==> src/rtl/fetch_sequencer.sv <==
// fetch_sequencer: sequences instruction fetches against an external PC
// register. It drives the next PC, issues instruction-memory requests at the
// current PC, hands fetched words to decode (buffering one while decode
// stalls), and applies branch/jump redirects. A redirect that arrives while a
// fetch is still waiting for its ack is remembered and applied when that ack
// comes back.
module fetch_sequencer #(
   parameter logic [31:0] RESET_VECTOR = 32'h0000_0000
) (
   input  logic        clk,
   input  logic        rst,
   input  logic [31:0] pc,
   output logic [31:0] pcnext,
   output logic        imem_req,
   output logic [31:0] imem_addr,
   input  logic        imem_ack,
   input  logic [31:0] imem_rdata,
   input  logic        core_stall,
   input  logic        redirect_valid,
   input  logic [31:0] redirect_target,
   output logic [31:0] instr,
   output logic        instr_valid,
   output logic        misaligned
);

   typedef enum logic [1:0] {
      BOOT  = 2'd0,
      FETCH = 2'd1,
      HOLD  = 2'd2
   } state_e;

   state_e      state_q, state_d;
   logic        redirect_pending_q, redirect_pending_d;
   logic [31:0] pending_target_q, pending_target_d;
   logic [31:0] instr_buf_q, instr_buf_d;

   logic [31:0] redirect_aligned;
   logic        redirect_unaligned;
   logic [31:0] pc_plus4;

   // Redirect targets are forced to word alignment; low bits only flag.
   assign redirect_aligned   = {redirect_target[31:2], 2'b00};
   assign redirect_unaligned = |redirect_target[1:0];

   // Sequential increment wraps naturally at 2^32.
   assign pc_plus4 = pc + 32'd4;

   // The fetch address always tracks the external PC register, so it stays
   // stable while a request waits because pcnext holds pc in that case.
   assign imem_addr = pc;

   // State register.
   always_ff @(posedge clk or posedge rst) begin
      if (rst) begin
         state_q <= BOOT;
      end else begin
         state_q <= state_d;
      end
   end

   // Redirect bookkeeping and the decode-stall instruction buffer.
   always_ff @(posedge clk or posedge rst) begin
      if (rst) begin
         redirect_pending_q <= 1'b0;
         pending_target_q   <= '0;
         instr_buf_q        <= '0;
      end else begin
         redirect_pending_q <= redirect_pending_d;
         pending_target_q   <= pending_target_d;
         instr_buf_q        <= instr_buf_d;
      end
   end

   // Next-state and register-update decisions.
   always_comb begin
      state_d            = state_q;
      redirect_pending_d = redirect_pending_q;
      pending_target_d   = pending_target_q;
      instr_buf_d        = instr_buf_q;
      case (state_q)
         BOOT: begin
            state_d = FETCH;
         end
         FETCH: begin
            if (redirect_valid) begin
               if (imem_ack) begin
                  // Outstanding fetch completes now; redirect applies directly.
                  redirect_pending_d = 1'b0;
               end else begin
                  // Newest redirect wins while the fetch is still in flight.
                  redirect_pending_d = 1'b1;
                  pending_target_d   = redirect_aligned;
               end
            end else if (imem_ack) begin
               if (redirect_pending_q) begin
                  redirect_pending_d = 1'b0;
               end else if (core_stall) begin
                  instr_buf_d = imem_rdata;
                  state_d     = HOLD;
               end
            end
         end
         HOLD: begin
            if (redirect_valid || !core_stall) begin
               state_d = FETCH;
            end
         end
         default: begin
            state_d = BOOT;
         end
      endcase
   end

   // Output decode: next PC, request, delivered instruction, misalign flag.
   always_comb begin
      pcnext      = pc;
      imem_req    = 1'b0;
      instr       = '0;
      instr_valid = 1'b0;
      misaligned  = 1'b0;
      case (state_q)
         BOOT: begin
            pcnext = RESET_VECTOR;
         end
         FETCH: begin
            imem_req = 1'b1;
            if (redirect_valid) begin
               misaligned = redirect_unaligned;
               if (imem_ack) begin
                  pcnext = redirect_aligned;
               end
            end else if (imem_ack) begin
               if (redirect_pending_q) begin
                  pcnext = pending_target_q;
               end else if (!core_stall) begin
                  instr       = imem_rdata;
                  instr_valid = 1'b1;
                  pcnext      = pc_plus4;
               end
            end
         end
         HOLD: begin
            if (redirect_valid) begin
               misaligned = redirect_unaligned;
               pcnext     = redirect_aligned;
            end else begin
               instr       = instr_buf_q;
               instr_valid = 1'b1;
               if (!core_stall) begin
                  pcnext = pc_plus4;
               end
            end
         end
         default: begin
            pcnext = RESET_VECTOR;
         end
      endcase
   end

endmodule

==> config.mk <==
export PLATFORM = sky130hd
export DESIGN_NAME = fetch_sequencer
export DESIGN_NICKNAME = d
export VERILOG_FILES = /design/src/rtl/fetch_sequencer.sv
export SDC_FILE = /design/constraint.sdc
export NUM_CORES = 1
export LEC_CHECK = 0
export BUFFER_PORTS_ARGS = -buffer_cell sky130_fd_sc_hd__buf_2
export CAP_MARGIN = 10
export CORE_ASPECT_RATIO = 0.9
export CORE_MARGIN = 4
export CORE_UTILIZATION = 40
export CTS_CLUSTER_SIZE = 8
export DETAILED_ROUTE_END_ITERATION = 7
export GPL_ROUTABILITY_DRIVEN = 0
export PLACE_DENSITY = 0.67
export RECOVER_POWER = 25
export SETUP_SLACK_MARGIN = 0.3
export SYNTH_ARGS = -nofsm -noshare
export SYNTH_HDL_FRONTEND = slang
export SYNTH_SLANG_ARGS = --single-unit
==> constraint.sdc <==
create_clock -name clk -period 2.4 [get_ports clk]
set_input_delay 0.36 -clock clk [delete_from_list [all_inputs] [get_ports clk]]
set_output_delay 0.36 -clock clk [all_outputs]
set_load 0.02 [all_outputs]
==> results of run 1 <==
==> flip-flops by register name, summed over array words and instances, names as in the netlist <==
signal              count
pending_target_q       30
state_q                 2
instr_buf_q            32
redirect_pending_q      1
==> synth_stat cells, types with 8 or more instances <==
cell type,number,area (um2)
o21ai_0,38,190
buf_2,14,70.1
buf_4,32,240
a22oi_1,45,338
nor3_1,13,65.1
nor2_1,40,150
nand3_1,16,80.1
xnor2_1,12,105
dfrtp_1,65,1630
nand3b_1,8,60.1
nand2b_1,9,56.3
inv_1,15,56.3
a21oi_1,18,90.1
xor2_1,9,78.8
or3_1,8,50.1
nand2_1,31,116
clkbuf_1,28,105
mux2_2,62,698
nor2b_1,35,219
o221ai_1,8,70.1
==> routing by layer <==
layer  global-route usage, %  vias up  wire length, um
li1                        -     2790                -
met1                    31.1     3032             8520
met2                    43.8      307            10700
met3                    5.60       54             1600
met4                    8.03        2              475
met5                       0        -               13
==> how the worst max path moves through the flow <==
stage                             to        from  depth (start not counted)  slack [ns]
after global routing      pcnext[30]  state_q[1]                          8       -0.34
after floorplan           pcnext[30]  core_stall                          6        0.25
final                     pcnext[30]  state_q[1]                          8       -0.25
after CTS                 pcnext[30]  state_q[0]                          8       -0.16
after detailed placement  pcnext[30]       pc[2]                          8       -0.07
after global placement    pcnext[30]       pc[2]                          8       -0.01
==> layout make-up <==
cell class / count / area (um2)
tap: 168 / 210
inverter: 15 / 60.1
antenna: 1 / 2.50
sequential: 65 / 1630
fill: 1035 / 4470
timing repair buffer: 318 / 2540
clock inverter: 6 / 51.3
multi-input combinational: 464 / 4120
clock buffer: 10 / 229
==> cell families (layout without fill, tap and decap cells) <==
kind of cell | Yosys count | count (layout) | synth area share (%)
other cells | 0 | 1 | 0
compound gates | 168 | 168 | 21.5
mux | 68 | 68 | 13.9
fa+ha+maj | 5 | 5 | 1.15
xor+xnor | 21 | 21 | 3.38
simple gates | 201 | 202 | 21.2
buf+inv | 91 | 349 | 8.95
flops | 65 | 65 | 29.9
==> power by group through the flow <==
| stage | Combinational (mW) | Sequential, mW | Clock (mW) |
|---|---|---|---|
| 2_1_floorplan | 2.30 | 1.84 | 0 |
| 3_3_place_gp | 3.08 | 1.90 | 0 |
| 3_5_place_dp | 3.18 | 1.95 | 0 |
| 4_1_cts | 3.82 | 1.96 | 1.29 |
| 5_1_grt | 4.59 | 2.04 | 1.35 |
| 6_report | 4.33 | 1.99 | 1.27 |
==> repair_timing <==
action | CTS | global route
resized for setup | 162 | 93
pin swaps | 21 | 20
gates cloned | 5 | 3
buffers inserted | 27 | 15
endpoints found under the setup margin | 66 | 119
==> impl_results.md, run 1 <==
- Pins Over Slew Limit: 0
- Switch Pwr: between 3 and 4 mW
- Placement Setup Slack: -0.0694 ns
- Combinational power share: approximately 57%
- Crit Path Category: reg -> out
- Critical Path AT: 2.29 ns
- Seq cells post-synth: 65
- Share of layout cells above drive strength 1: 62.5%
- Sw frac: between 30% and 40%
- Hold-fix buffers, CTS: 0
- Detailed Routing Iterations Pass 1: 5
- Max rail drop VDD: about 0.00054 V
- Initial antenna violation count: 1
- Total Routing Usage GR: 25.4%
- Area delta synth->final: 62.6%
- Root buffer cell: clkbuf_16
- Post-route setup slack: -0.247 ns
- H-Tree Depth: 3
- Vias: 6,185
- Clk sinks: 65
- Most used DFF post-synth: dfrtp_1
- Max Cap Violations: 0
- Routed len/inst: around 20 um
- CP cell instances: inv_2, ha_4, and2_4, o2111a_1, o41ai_2, o41a_1, o221ai_4, buf_6
- Endpoints failing setup: 46
- Total power: 7.58 mW
- Mapped cell area: approximately 0.0054 mm2
- Worst Hold Class: in -> reg
- Synth cell types: 66
- Chip height: approximately 120 um
- Core area: around 0.013 mm2
- Async SR Flop Fraction: between 90% and 100%
- Later-pin clock latency in the skew report: 0.33 ns
- Post-synth EDFFs: 0
- Number of routed nets with antenna violations: 0
- Utilization after layout: between 60% and 70%
- Leakage power: between 3 and 4 nW
- Worst-case clock buffer depth: 2
- Ports: 200
- Endpoint of the worst hold path: instr_buf_q[5]
- Largest net degree at the start of global routing: 42
- Failing checks: negative setup slack
- Commonest non-fill, non-tap cells in the layout: buf_2, buf_4, dfrtp_1
- Hold Fails Final Rpt: 0
- RSZ-0062 raised after global routing: true
- Worst setup EP type: output pin
- CP max-delay cell: dfrtp_1
- Clock Pin Slew Worst Setup and Hold Paths: roughly 0.060 ns
- Startpoint Class: flop
- Initial Util: between 40% and 50%
- DR vias/cell: 5.91
- Reg-to-reg slack, setup: 0.36 ns
- Largest fanout on the critical path: 6
- Run status: complete, but fails checks
- Vias in the first global route: ~6,300
- CP delay by family, top: compound AO/OA/AOI/OAI gates
- Worst Path Buf+Inv: 2
- Critical path required time: 2.04 ns
- CTS tree: built
- DIE WIDTH: roughly 130 um
- Cell internal pwr: 4.56 mW
- Number of cells on the worst reg-to-reg path: 8
- Clock Skew: a little over 0.008 ns
- First-pass GRT wire length: 31,900 um
- Dpl hpwl: approximately 14,000 um
- Cells after Synth: 619
- Most common cell after layout, fill and taps aside: buf_2
- Worst reg2reg path endpoint: pending_target_q[30]
- Sequential power share: 26.2%
- Setup TNS: -3.55 ns
- DRT Wirelength: between 20,000 and 25,000 um
- Placed Instances: just under 1,000
- Max Clk Rate: roughly 380 MHz
- Tcrit/Tclk final: 110%
- Synth warn: 0
- Slew of the pin with the lowest slew margin: ~1.3 ns
- Synth Net Count: 725
- Hold_sp: imem_rdata[5]
- Worst R2R Start: state_q[0]
- Final instance area: between 0.008 and 0.009 mm2
- Pwr Density: between 800 and 900 mW/mm2
- Post-Layout Cell Count: 1,047
- Inserted Clock Buffers: 9
- Hold path depth: 2
- Max-slew headroom: 16.1%
- Largest stage delay on the critical path: roughly 0.41 ns
- Full die area: 0.0155 mm2
- Hold WS: 0.275 ns
- Number of cell rows: 40
- Mapped Avg Cell Area: approximately 8.8 um2
- I/O Buffers: between 150 and 200
- Placed cell areas: about 0.007 mm2
- # nets final: a little under 1,000
- Grt total ovfl: 0
- Post-synthesis sequential area ratio: between 20% and 30%
- Drt initial violations: between 400 and 500
- Final Critical Period: around 2.6 ns
- Drc violations: 0
- Clock Power Share: approximately 17%
(Power assumes the default switching activity.)
==> run 2, diff against run 1 <==
--- a/config.mk
+++ b/config.mk
@@ -13,7 +13,7 @@
 export CTS_CLUSTER_SIZE = 8
 export DETAILED_ROUTE_END_ITERATION = 7
 export GPL_ROUTABILITY_DRIVEN = 0
-export PLACE_DENSITY = 0.67
+export PLACE_DENSITY = 0.69
 export RECOVER_POWER = 25
 export SETUP_SLACK_MARGIN = 0.3
 export SYNTH_ARGS = -nofsm -noshare
==> constraint.sdc (replaced) <==
create_clock -name clk -period 2.35 [get_ports clk]
set_input_delay 0.3525 -clock clk [delete_from_list [all_inputs] [get_ports clk]]
set_output_delay 0.3525 -clock clk [all_outputs]
set_load 0.01 [all_outputs]
==> impl_results.md, run 2 (synthesis gave the netlist of run 1 again) <==
- Run status: complete, but fails checks
- Failing checks: negative setup slack
- Dpl hpwl: about 13,000 um
- Initial antenna violation count: 0
- Number of routed nets with antenna violations: 0
- Worst setup EP type: output pin
- I/O Buffers: slightly below 200
- Max Clk Rate: between 300 and 400 MHz
- First-pass GRT wire length: ~32,000 um
- Hold-fix buffers, CTS: 0
- Chip height: between 100 and 150 um
- Commonest non-fill, non-tap cells in the layout: buf_2, buf_4, dfrtp_1
- DR vias/cell: between 5 and 6
- Initial Util: 40.9%
- Largest fanout on the critical path: 6
- Largest net degree at the start of global routing: 34
- Drc violations: 0
- Detailed Routing Iterations Pass 1: 5
- Crit Path Category: reg -> out
- Max rail drop VDD: a little under 0.0007 V
- Slew of the pin with the lowest slew margin: between 1 and 1.5 ns
- Most common cell after layout, fill and taps aside: buf_2
- Diode count: 0
- Root buffer cell: clkbuf_16
- Critical Path AT: between 2 and 2.5 ns
- CTS tree: built
- CP cell instances: inv_4, ha_4, and2_4, o2111a_1, o41ai_2, o41a_1, o221ai_2, buf_2
- Number of cell rows: 40
- Inserted Clock Buffers: 9
- Reg with most FFs: instr_buf_q
- Clk sinks: 65
- Vias in the first global route: between 6,000 and 7,000
- Vias: approximately 6,000
- Leakage power: 3.84 nW
- Worst-case clock buffer depth: 2
- CP max-delay cell: dfrtp_2
- Clock Skew: between 0.008 and 0.009 ns
- # nets final: a little under 1,000
- Endpoints failing setup: 58
- Area delta synth->final: 58.3%
- Share of layout cells above drive strength 1: about three fifths
- Grt total ovfl: 0
- Max Cap Violations: 0
- Later-pin clock latency in the skew report: roughly 0.35 ns
- Max-slew headroom: 17.6%
- Fill count: 1,068
- Final Critical Period: around 2.5 ns
- Pins Over Slew Limit: 0
- Drt initial violations: 397
- H-Tree Depth: 3
- Hold WS: ~0.25 ns
- Post-route setup slack: -0.168 ns
- Clock Pin Slew Worst Setup and Hold Paths: approximately 0.07 ns
- Full die area: about 0.016 mm2
- Tcrit/Tclk final: 107%
- DIE WIDTH: around 130 um
- Placement Setup Slack: -0.0494 ns
- Largest regs: instr_buf_q: 32 flops, pending_target_q: 30 flops, state_q: 2 flops
- Routed len/inst: a little under 20 um
- Total power: about 7.8 mW
- Placed Instances: 988
- DRT Wirelength: 20,300 um
- Pwr Density: 903 mW/mm2
- Worst Path Buf+Inv: 2
- Worst Hold Class: in -> reg
- Total Routing Usage GR: around 26%
- Critical path required time: 2.00 ns
- Largest register FFs: 32
- RSZ-0062 raised after global routing: true
- Core area: approximately 0.013 mm2
- Largest stage delay on the critical path: around 0.46 ns
- Post-Layout Cell Count: ~1,100
- Hold Fails Final Rpt: 0
- Ports: 200
- CP delay by family, top: compound AO/OA/AOI/OAI gates
- Startpoint Class: flop
## run 2: metal layers
layer	GRT usage, %	wire length [um]	vias up	part of all wire [%]
li1	-	-	2794	-
met1	31.7	8110	2877	40
met2	43.7	10100	303	50
met3	6.55	1720	37	8.4
met4	7.20	412	0	2.0
met5	0	0	-	0
## run 2: area by class of cell
| cell class | instances | area (um2) | share of cell area (%) |
|---|---|---|---|
| Inverter | 15 | 62.6 | 0.726 |
| Clock buffer | 9 | 225 | 2.61 |
| Multi-Input combinational cell | 463 | 3960 | 45.9 |
| Clock inverter | 7 | 85.1 | 0.988 |
| Timing Repair Buffer | 325 | 2450 | 28.4 |
| Tap cell | 168 | 210 | 2.44 |
| Sequential cell | 65 | 1630 | 18.9 |
## run 2: what timing repair did
action / in CTS / in global routing
resized for setup: 132 / 62
setup endpoints to repair: 67 / 66
pin swaps: 37 / 27
gates cloned: 10 / 0
buffers inserted: 27 / 11
## run 2: worst paths after layout
kind | start | endpoint | slack [ns] | cells after the start
max | state_q[0] | pcnext[30] | -0.17 | 8
min | imem_rdata[18] | instr_buf_q[18] | 0.25 | 2
max reg2reg | state_q[0] | pending_target_q[26] | 0.34 | 8
min reg2reg | pending_target_q[12] | pending_target_q[12] | 0.50 | 1
min in group asynchronous | rst | instr_buf_q[3] | 0.33 | 2
max in group asynchronous | rst | redirect_pending_q | 0.37 | 3
## run 2: per-stage QoR
step	cell area [um2]	util, %	TNS [ns]
detailed placement	6950	52.2	-0.145
global placement	6950	52.2	-0.0115
global route	8610	64.7	-9.87
floorplan	5530	-	0
finish	8610	64.7	-4.16
CTS	8250	62.0	-1.92
## run 2: power breakdown
part	internal, mW	switching (mW)	total (mW)	leakage, nW
logic	2.36	1.94	4.31	2.90
registers	1.68	0.360	2.04	0.781
clock network	0.842	0.592	1.43	0.153
## run 2: worst reg2reg max path: stages (launching register included)
cell and delay [ns]:
dfrtp_2 0.46, ha_4 0.20, buf_6 0.14, buf_6 0.11, nor2b_4 0.13, buf_6 0.14, nand2_1 0.13, buf_4 0.23
mux2_2 0.37
